`src/rtl/alu_pkg.sv`:
```
// Shared definitions for the sequential ALU: opcode map, FSM encodings and latency helpers.
// The divider build option is ALU_SEQ_DIV_EN (see alu_seq.sv).
package alu_pkg;

  localparam logic [4:0] OP_ADD  = 5'b00011;
  localparam logic [4:0] OP_SUB  = 5'b00100;
  localparam logic [4:0] OP_SHR  = 5'b00101;
  localparam logic [4:0] OP_SHRA = 5'b00110;
  localparam logic [4:0] OP_SHL  = 5'b00111;
  localparam logic [4:0] OP_ROR  = 5'b01000;
  localparam logic [4:0] OP_ROL  = 5'b01001;
  localparam logic [4:0] OP_AND  = 5'b01010;
  localparam logic [4:0] OP_OR   = 5'b01011;
  localparam logic [4:0] OP_MUL  = 5'b01111;
  localparam logic [4:0] OP_DIV  = 5'b10000;
  localparam logic [4:0] OP_NEG  = 5'b10001;
  localparam logic [4:0] OP_NOT  = 5'b10010;

  typedef enum logic [1:0] {
    ST_IDLE = 2'd0,
    ST_EXEC = 2'd1,
    ST_DONE = 2'd2
  } state_t;

  typedef enum logic [1:0] {
    DV_IDLE = 2'd0,
    DV_RUN  = 2'd1,
    DV_FIX  = 2'd2
  } div_state_t;

  // Cycles from acceptance to done, counting the start cycle as cycle 0.
  function automatic int mul_cyc(input int width);
    return width + 1;
  endfunction

  function automatic int div_cyc(input int width);
    return width + 2;
  endfunction

endpackage

```
`src/rtl/alu_seq_div.sv`:
```
// Iterative signed non-restoring divider: WIDTH iterations on magnitudes, then one
// cycle of remainder correction and sign fix. Quotient truncates, remainder follows dividend.
module alu_seq_div
  import alu_pkg::*;
#(
  parameter int WIDTH = 32
) (
  input  logic             clk,
  input  logic             rst,
  input  logic             i_start,
  input  logic [WIDTH-1:0] i_a,
  input  logic [WIDTH-1:0] i_b,
  output logic             o_done,
  output logic [WIDTH-1:0] o_quo,
  output logic [WIDTH-1:0] o_rem
);

  localparam int CW       = $clog2(WIDTH);
  localparam int DIV_ITER = div_cyc(WIDTH) - 2;

  div_state_t       r_state;
  logic [CW-1:0]    r_cnt;
  logic [WIDTH+1:0] r_rem;
  logic [WIDTH-1:0] r_quo;
  logic [WIDTH-1:0] r_dvs;
  logic             r_neg_q;
  logic             r_neg_r;

  logic [WIDTH-1:0] w_mag_a;
  logic [WIDTH-1:0] w_mag_b;
  logic [WIDTH+1:0] w_shift;
  logic [WIDTH+1:0] w_dvs_ext;
  logic [WIDTH+1:0] w_step;
  logic [WIDTH-1:0] w_rem_mag;

  assign w_mag_a   = i_a[WIDTH-1] ? -i_a : i_a;
  assign w_mag_b   = i_b[WIDTH-1] ? -i_b : i_b;
  assign w_shift   = {r_rem[WIDTH:0], r_quo[WIDTH-1]};
  assign w_dvs_ext = {2'b00, r_dvs};
  // Sign of the partial remainder picks add or subtract; it never needs restoring.
  assign w_step    = r_rem[WIDTH+1] ? (w_shift + w_dvs_ext) : (w_shift - w_dvs_ext);
  assign w_rem_mag = r_rem[WIDTH-1:0] + (r_rem[WIDTH+1] ? r_dvs : {WIDTH{1'b0}});

  assign o_done = (r_state == DV_FIX);
  assign o_quo  = r_neg_q ? -r_quo : r_quo;
  assign o_rem  = r_neg_r ? -w_rem_mag : w_rem_mag;

  // Divider sequencing and iteration datapath.
  always_ff @(posedge clk or posedge rst) begin
    if (rst) begin
      r_state <= DV_IDLE;
      r_cnt   <= '0;
      r_rem   <= '0;
      r_quo   <= '0;
      r_dvs   <= '0;
      r_neg_q <= 1'b0;
      r_neg_r <= 1'b0;
    end else begin
      case (r_state)
        DV_IDLE: begin
          if (i_start) begin
            r_state <= DV_RUN;
            r_cnt   <= '0;
            r_rem   <= '0;
            r_quo   <= w_mag_a;
            r_dvs   <= w_mag_b;
            r_neg_q <= i_a[WIDTH-1] ^ i_b[WIDTH-1];
            r_neg_r <= i_a[WIDTH-1];
          end
        end
        DV_RUN: begin
          r_rem <= w_step;
          r_quo <= {r_quo[WIDTH-2:0], ~w_step[WIDTH+1]};
          r_cnt <= r_cnt + CW'(1);
          if (r_cnt == CW'(DIV_ITER - 1)) begin
            r_state <= DV_FIX;
          end
        end
        DV_FIX:  r_state <= DV_IDLE;
        default: r_state <= DV_IDLE;
      endcase
    end
  end

endmodule

```
`src/rtl/alu_seq.sv`:
```
// Multi-cycle ALU with start/done handshake: single-cycle logic ops, radix-2 Booth multiply,
// and (when ALU_SEQ_DIV_EN is defined) an iterative signed divider.
module alu_seq
  import alu_pkg::*;
#(
  parameter int WIDTH = 32,
  parameter int SHW   = $clog2(WIDTH)
) (
  input  logic             clk,
  input  logic             clr,
  input  logic             start,
  input  logic [4:0]       operation,
  input  logic [WIDTH-1:0] A,
  input  logic [WIDTH-1:0] B,
  output logic             busy,
  output logic             done,
  output logic [WIDTH-1:0] Z_lo,
  output logic [WIDTH-1:0] Z_hi,
  output logic             div_zero
);

  localparam int MUL_ITER = mul_cyc(WIDTH) - 1;

  state_t             r_state;
  state_t             w_next;
  logic [4:0]         r_op;
  logic [WIDTH-1:0]   r_a;
  logic [WIDTH-1:0]   r_b;
  logic [SHW-1:0]     r_cnt;
  logic [2*WIDTH+1:0] r_prod;
  logic               r_busy;
  logic               r_done;
  logic [WIDTH-1:0]   r_z_lo;
  logic [WIDTH-1:0]   r_z_hi;
  logic               r_div_zero;

  logic               w_accept;
  logic               w_is_mul;
  logic               w_is_div;
  logic               w_div_iter;
  logic               w_div_done;
  logic [WIDTH-1:0]   w_div_quo;
  logic [WIDTH-1:0]   w_div_rem;
  logic [SHW-1:0]     w_sh;
  logic [WIDTH:0]     w_booth_hi;
  logic [WIDTH:0]     w_mcand;
  logic [WIDTH:0]     w_booth_sum;
  logic [2*WIDTH+1:0] w_booth_next;
  logic [WIDTH-1:0]   w_res_lo;
  logic [WIDTH-1:0]   w_res_hi;
  logic               w_res_dz;

  assign w_accept   = (r_state == ST_IDLE) && start;
  assign w_is_mul   = (r_op == OP_MUL);
  assign w_div_iter = w_is_div && (r_b != '0);
  assign w_sh       = r_b[SHW-1:0];

`ifdef ALU_SEQ_DIV_EN
  logic w_div_start;
  assign w_div_start = w_accept && (operation == OP_DIV) && (B != '0);
  assign w_is_div    = (r_op == OP_DIV);

  alu_seq_div #(.WIDTH(WIDTH)) u_div (
    .clk     (clk),
    .rst     (clr),
    .i_start (w_div_start),
    .i_a     (A),
    .i_b     (B),
    .o_done  (w_div_done),
    .o_quo   (w_div_quo),
    .o_rem   (w_div_rem)
  );
`else
  assign w_is_div   = 1'b0;
  assign w_div_done = 1'b0;
  assign w_div_quo  = '0;
  assign w_div_rem  = '0;
`endif

  // Booth register layout: {hi (WIDTH+1, sign-extended), multiplier (WIDTH), q(-1)}.
  assign w_booth_hi   = r_prod[2*WIDTH+1:WIDTH+1];
  assign w_mcand      = {r_a[WIDTH-1], r_a};
  assign w_booth_next = {w_booth_sum[WIDTH], w_booth_sum, r_prod[WIDTH:1]};

  // Booth partial-product selection from the current bit pair.
  always_comb begin
    w_booth_sum = w_booth_hi;
    case (r_prod[1:0])
      2'b01:   w_booth_sum = w_booth_hi + w_mcand;
      2'b10:   w_booth_sum = w_booth_hi - w_mcand;
      default: w_booth_sum = w_booth_hi;
    endcase
  end

  // Result selection for the cycle that moves EXEC to DONE.
  always_comb begin
    w_res_lo = '0;
    w_res_hi = '0;
    w_res_dz = 1'b0;
    if (w_is_mul) begin
      {w_res_hi, w_res_lo} = w_booth_next[2*WIDTH:1];
    end else if (w_is_div) begin
      if (r_b == '0) begin
        w_res_lo = '1;
        w_res_hi = r_a;
        w_res_dz = 1'b1;
      end else begin
        w_res_lo = w_div_quo;
        w_res_hi = w_div_rem;
      end
    end else begin
      case (r_op)
        OP_ADD:  w_res_lo = r_a + r_b;
        OP_SUB:  w_res_lo = r_a - r_b;
        OP_SHR:  w_res_lo = r_a >> w_sh;
        OP_SHRA: w_res_lo = $signed(r_a) >>> w_sh;
        OP_SHL:  w_res_lo = r_a << w_sh;
        OP_ROR:  w_res_lo = (r_a >> w_sh) | (r_a << (WIDTH - int'(w_sh)));
        OP_ROL:  w_res_lo = (r_a << w_sh) | (r_a >> (WIDTH - int'(w_sh)));
        OP_AND:  w_res_lo = r_a & r_b;
        OP_OR:   w_res_lo = r_a | r_b;
        OP_NEG:  w_res_lo = -r_a;
        OP_NOT:  w_res_lo = ~r_a;
        default: w_res_lo = '0;
      endcase
    end
  end

  // Next-state decode.
  always_comb begin
    w_next = r_state;
    case (r_state)
      ST_IDLE: begin
        if (start) w_next = ST_EXEC;
        else       w_next = ST_IDLE;
      end
      ST_EXEC: begin
        if (w_is_mul) begin
          if (r_cnt == SHW'(MUL_ITER - 1)) w_next = ST_DONE;
          else                             w_next = ST_EXEC;
        end else if (w_div_iter) begin
          if (w_div_done) w_next = ST_DONE;
          else            w_next = ST_EXEC;
        end else begin
          w_next = ST_DONE;
        end
      end
      ST_DONE: w_next = ST_IDLE;
      default: w_next = ST_IDLE;
    endcase
  end

  // State register.
  always_ff @(posedge clk or posedge clr) begin
    if (clr) r_state <= ST_IDLE;
    else     r_state <= w_next;
  end

  // Operand latches, Booth iteration and registered outputs.
  always_ff @(posedge clk or posedge clr) begin
    if (clr) begin
      r_op       <= '0;
      r_a        <= '0;
      r_b        <= '0;
      r_cnt      <= '0;
      r_prod     <= '0;
      r_busy     <= 1'b0;
      r_done     <= 1'b0;
      r_z_lo     <= '0;
      r_z_hi     <= '0;
      r_div_zero <= 1'b0;
    end else begin
      r_busy <= (w_next == ST_EXEC);
      r_done <= (w_next == ST_DONE);
      if (w_accept) begin
        r_op       <= operation;
        r_a        <= A;
        r_b        <= B;
        r_cnt      <= '0;
        r_prod     <= {{(WIDTH+1){1'b0}}, B, 1'b0};
        r_div_zero <= 1'b0;
      end else if (r_state == ST_EXEC) begin
        if (w_is_mul) begin
          r_prod <= w_booth_next;
          r_cnt  <= r_cnt + SHW'(1);
        end
        if (w_next == ST_DONE) begin
          r_z_lo     <= w_res_lo;
          r_z_hi     <= w_res_hi;
          r_div_zero <= w_res_dz;
        end
      end
    end
  end

  assign busy     = r_busy;
  assign done     = r_done;
  assign Z_lo     = r_z_lo;
  assign Z_hi     = r_z_hi;
  assign div_zero = r_div_zero;

endmodule

```
`config.mk`:
```
export PLATFORM = sky130hd
export DESIGN_NAME = alu_seq
export DESIGN_NICKNAME = d
export VERILOG_FILES = /design/src/rtl/alu_pkg.sv /design/src/rtl/alu_seq_div.sv /design/src/rtl/alu_seq.sv
export SDC_FILE = /design/constraint.sdc
export NUM_CORES = 1
export LEC_CHECK = 0
export CORE_ASPECT_RATIO = 0.7
export CORE_MARGIN = 2
export CORE_UTILIZATION = 35
export CTS_CLUSTER_DIAMETER = 30
export DETAILED_ROUTE_END_ITERATION = 12
export SLEW_MARGIN = 10
export SYNTH_ARGS = -nofsm -noshare
export SYNTH_HDL_FRONTEND = slang
export SYNTH_SLANG_ARGS = --single-unit
```
`constraint.sdc`:
```
create_clock -name clk -period 10.5 [get_ports clk]
set_clock_uncertainty 0.1 [all_clocks]
set_input_delay 1.575 -clock clk [delete_from_list [all_inputs] [get_ports clk]]
set_output_delay 1.575 -clock clk [all_outputs]
set_load 0.01 [all_outputs]
```
==> flow_summary.rst <==
.. list-table::
   :header-rows: 1

   * - Metric
     - Value
   * - EDFF count, synth
     - 0
   * - Vias
     - 24500
   * - Drt first-iter violations
     - 3627
   * - Die ar.
     - 0.0636 mm2
   * - Final count of hold timing violations
     - 0
   * - Path category of the worst min-delay check
     - flop to flop
   * - Critical Path, Cell by Cell
     - buf_4 -> buf_4 -> mux2i_1 -> mux2_2 -> nor2_1 -> a21oi_1 -> nand2_1 -> o21ai_0 -> o2111ai_1 -> a2111oi_0 -> buf_4 -> a21oi_1
   * - Number of H-tree levels
     - 2
   * - Global-route usage over all layers
     - 38.2%
   * - Category of the worst setup path capture point
     - flop
   * - Switching fraction of total power
     - 56.0%
   * - Hold_ws
     - 0.370 ns
   * - Number of global-route vias before repair
     - 22700
   * - Wire per inst
     - 33.3 um
   * - RSZ-0062 raised after global routing
     - false
   * - Post-route setup slack
     - 4.30 ns
   * - Final cycle utilization of the critical path
     - 59.1%
   * - Sort of element at the start of the critical path
     - flop
   * - Cell type with the highest aggregate area in the netlist
     - sky130_fd_sc_hd__dfrtp_1
   * - Max-cap viol count
     - 0
   * - Placement row count
     - 76
   * - Post-cts resize count
     - 0
   * - Cell with the largest stage delay on the worst path
     - sky130_fd_sc_hd__a2111oi_0
   * - Most repeated library cell on the critical path
     - sky130_fd_sc_hd__buf_4
   * - Initial core utilization
     - 35.2%
   * - Clk sink count
     - 207
   * - Hold-fix buffers at CTS
     - 0
   * - Die Y-Extent
     - 212 um
   * - Average instance area after synthesis
     - 7.63 um2
   * - Sum of overflow across all layers after global routing
     - 0
   * - Count of filler cells inserted in the layout
     - 6167
   * - HPWL after DPL
     - 91900 um
   * - Placed instance area
     - 0.0237 mm2
   * - RD Place Congestion
     - 1.11
   * - Worst-path clk slew
     - 0.05 ns
   * - Ant. Diodes
     - 0
   * - Area added between synthesis and finish
     - 18.5%
   * - Power Internal
     - 0.00418 W
   * - Root Buffer Master
     - sky130_fd_sc_hd__clkbuf_16
   * - Setup-violating endpoint count in the final report
     - 0
   * - Summed area of non-filler cells in the final layout
     - 0.0255 mm2
   * - Die width
     - 300 um
   * - Top_reg_cell synth
     - sky130_fd_sc_hd__dfrtp_1
   * - Placement-stage worst setup slack
     - 4.70 ns
   * - Drt first pass iters
     - 6
   * - Number of unique standard cell types used by synthesis
     - 97
   * - Source of the worst hold timing path
     - r_a[29]
   * - Portion of synthesized cell area occupied by the leading cell type
     - 24.1%
   * - Worst path required time
     - 10.90 ns
   * - Clock buffer count from CTS
     - 54
   * - Vias per inst
     - 6.57
   * - Pin count of the biggest net entering global routing
     - 75
   * - Largest cells by area after synthesis
     - sky130_fd_sc_hd__dfrtp_1 24%, sky130_fd_sc_hd__nand2_1 8.2%, sky130_fd_sc_hd__mux2i_1 6.9%
   * - Core ar.
     - 0.0611 mm2
   * - Clock power share
     - 17.8%
   * - Leakage dissipation
     - 10.8 nW
   * - Delay-heaviest family, CP
     - compound AO/OA/AOI/OAI gates
   * - Worst-margin pin slew
     - 1.41 ns
   * - Fin. max-slew vios
     - 0
   * - Kind of critical path
     - flop to flop
   * - Logic gate share of total power
     - 68.4%
   * - Final standard cell utilization of the core
     - 41.7%
   * - Number of antenna violations at the first check in global routing
     - 5
   * - Global-route wire length before repair
     - 174000 um
   * - Post-route antenna net violation count
     - 0
   * - Max clock buf depth
     - 3
   * - Cell count after synthesis
     - 2823
   * - Portion of total power attributed to sequential cells
     - 13.8%
   * - Sequential area share after synthesis
     - 24.1%
   * - Routed wire length
     - 124000 um
   * - Clock latency on the worst-skew pair
     - 0.63 ns
   * - Cell area power density
     - 372 mW/mm2
   * - Share of post-route cells with drive strength above 1
     - 11.5%
   * - TNS Setup
     - 0 ns
   * - DRC
     - 0
   * - Achievable clock frequency
     - 161 MHz
   * - Number of post-CTS setup repair buffers
     - 0
   * - Yosys warns
     - 0
   * - Data arrival time of the critical path
     - 6.60 ns
   * - Port-buffer cells
     - 137
   * - Async set-reset flop share out of synthesis
     - 100%
   * - Maximum cell stage delay along the critical path
     - 0.99 ns
   * - TritonCTS clock tree
     - built
   * - R2R Setup Slk
     - 4.30 ns
   * - Status
     - completed
   * - Reg2Reg Launch Point
     - r_b[0]
   * - Number of ports placed on the die boundary
     - 139
   * - Worst slew margin relative to its limit
     - 5.15%
   * - Highest ir drop seen on vdd
     - 0.000193 V
   * - # nets final
     - 3013
   * - Register bit count reported by yosys
     - 207
   * - Switch Pwr
     - 0.00531 W
   * - Maximum fanout encountered on the critical timing path
     - 35
   * - Startpoint of the worst setup timing path
     - r_b[0]
   * - Post-synthesis instance area
     - 0.0215 mm2
   * - Net count after synthesis
     - 2968
   * - Total buffers and inverters traversed by the critical path
     - 3
   * - Post-route minimum period
     - 6.20 ns
## worst register-to-register path, stage by stage (launching register included)
cell	delay (ns)
sky130_fd_sc_hd__dfrtp_4	0.85
sky130_fd_sc_hd__buf_4	0.53
sky130_fd_sc_hd__buf_4	0.54
sky130_fd_sc_hd__mux2i_1	0.64
sky130_fd_sc_hd__mux2_2	0.31
sky130_fd_sc_hd__nor2_1	0.04
sky130_fd_sc_hd__a21oi_1	0.87
sky130_fd_sc_hd__nand2_1	0.10
sky130_fd_sc_hd__o21ai_0	0.41
sky130_fd_sc_hd__o2111ai_1	0.36
sky130_fd_sc_hd__a2111oi_0	0.99
sky130_fd_sc_hd__buf_4	0.26
sky130_fd_sc_hd__a21oi_1	0.06
## sequential cells by signal, summed over array words and instances, names as in the netlist
register and flops:
Z_hi 32, Z_lo 32, busy 1, done 1
r_a 32, r_b 32, r_cnt 5, r_op 5
r_prod 65, r_state 2
## synth_stat cells, drive strengths merged, types with 29 or more instances
cell type and number:
a31oi 34, nor2 275, clkbuf 169, nand2 475
o2111ai 32, a21oi 169, o22ai 30, and2 29
o211ai 36, a21o 32, buf 69, a221oi 33
dfrtp 207, nor3 65, xnor2 84, inv 39
a211oi 48, nand3 79, ha 71, xor2 42
mux2i 149, mux2 70, o21ai 212
## power by group through the flow
stage / sequential [W] / combinational, W / clock, W
final: 0.00131 / 0.00649 / 0.00169
after detailed placement: 0.00130 / 0.00615 / 0
after global routing: 0.00132 / 0.00672 / 0.00175
after CTS: 0.00129 / 0.00618 / 0.00171
after global placement: 0.00130 / 0.00619 / 0
after floorplan: 0.00117 / 0.00379 / 0
## per-layer routing
layer	share of wire (%)	global-route usage, %	vias to the layer above
met5	0.019	0	-
met4	4.3	14.8	4
met3	12	9.52	259
met2	39	52.3	1673
met1	45	56.6	12100
li1	-	-	10500
## cell usage in the layout, fill, tap and decap left out, types with 14 or more instances in the layout
cell type                         instances
sky130_fd_sc_hd__a211oi_1                48
sky130_fd_sc_hd__a21o_1                  32
sky130_fd_sc_hd__a21oi_1                167
sky130_fd_sc_hd__a221oi_1                33
sky130_fd_sc_hd__a22oi_1                 19
sky130_fd_sc_hd__a31oi_1                 34
sky130_fd_sc_hd__and2_1                  27
sky130_fd_sc_hd__and3_1                  25
sky130_fd_sc_hd__buf_4                   90
sky130_fd_sc_hd__clkbuf_1                16
sky130_fd_sc_hd__clkbuf_16               55
sky130_fd_sc_hd__clkdlybuf4s50_1        137
sky130_fd_sc_hd__dfrtp_1                202
sky130_fd_sc_hd__ha_1                    71
sky130_fd_sc_hd__inv_1                   35
sky130_fd_sc_hd__mux2_2                  69
sky130_fd_sc_hd__mux2i_1                148
sky130_fd_sc_hd__mux4_2                  24
sky130_fd_sc_hd__nand2_1                471
sky130_fd_sc_hd__nand2b_1                19
sky130_fd_sc_hd__nand3_1                 79
sky130_fd_sc_hd__nand4_1                 15
sky130_fd_sc_hd__nor2_1                 272
sky130_fd_sc_hd__nor2b_1                 16
sky130_fd_sc_hd__nor3_1                  57
sky130_fd_sc_hd__o2111ai_1               32
sky130_fd_sc_hd__o211ai_1                36
sky130_fd_sc_hd__o21a_1                  18
sky130_fd_sc_hd__o21ai_0                202
sky130_fd_sc_hd__o22ai_1                 30
sky130_fd_sc_hd__o31ai_1                 14
sky130_fd_sc_hd__xnor2_1                 81
sky130_fd_sc_hd__xor2_1                  41
## layout make-up
cell class	count	area, um2	area share, %
clock buffer	79	1550	6.06
timing repair buffer	227	2050	8.02
tap	819	1020	4.01
clock inverter	23	300	1.18
sequential	207	5190	20.3
multi-input combinational	2338	15300	59.8
inverter	40	160	0.627
## worst paths after layout
kind,cells past startpoint,endpoint
max,12,Z_lo[16]
min,2,r_a[29]
max reg2reg,12,Z_lo[16]
min reg2reg,2,r_a[29]
max in group asynchronous,3,r_b[1]
min in group asynchronous,2,Z_hi[26]
## stage by stage
step	power (W)	std cells
global placement	0.00749	3631
global route	0.00978	3733
CTS	0.00918	3733
floorplan	0.00497	2823
finish	0.00949	3733
detailed placement	0.00745	3631
## cells by family after synthesis
family | after synthesis | synth area share (%)
buffers and inverters | 278 | 5.49
xor gates and xnor gates | 126 | 5.25
AOI/OAI and AO/OA | 823 | 25.4
other | 1 | 0.0174
muxes | 243 | 13.1
adders and majority gates | 74 | 4.36
DFF | 207 | 24.1
and+or+nand+nor | 1071 | 22.3
Power figures use the tool's default switching activity.
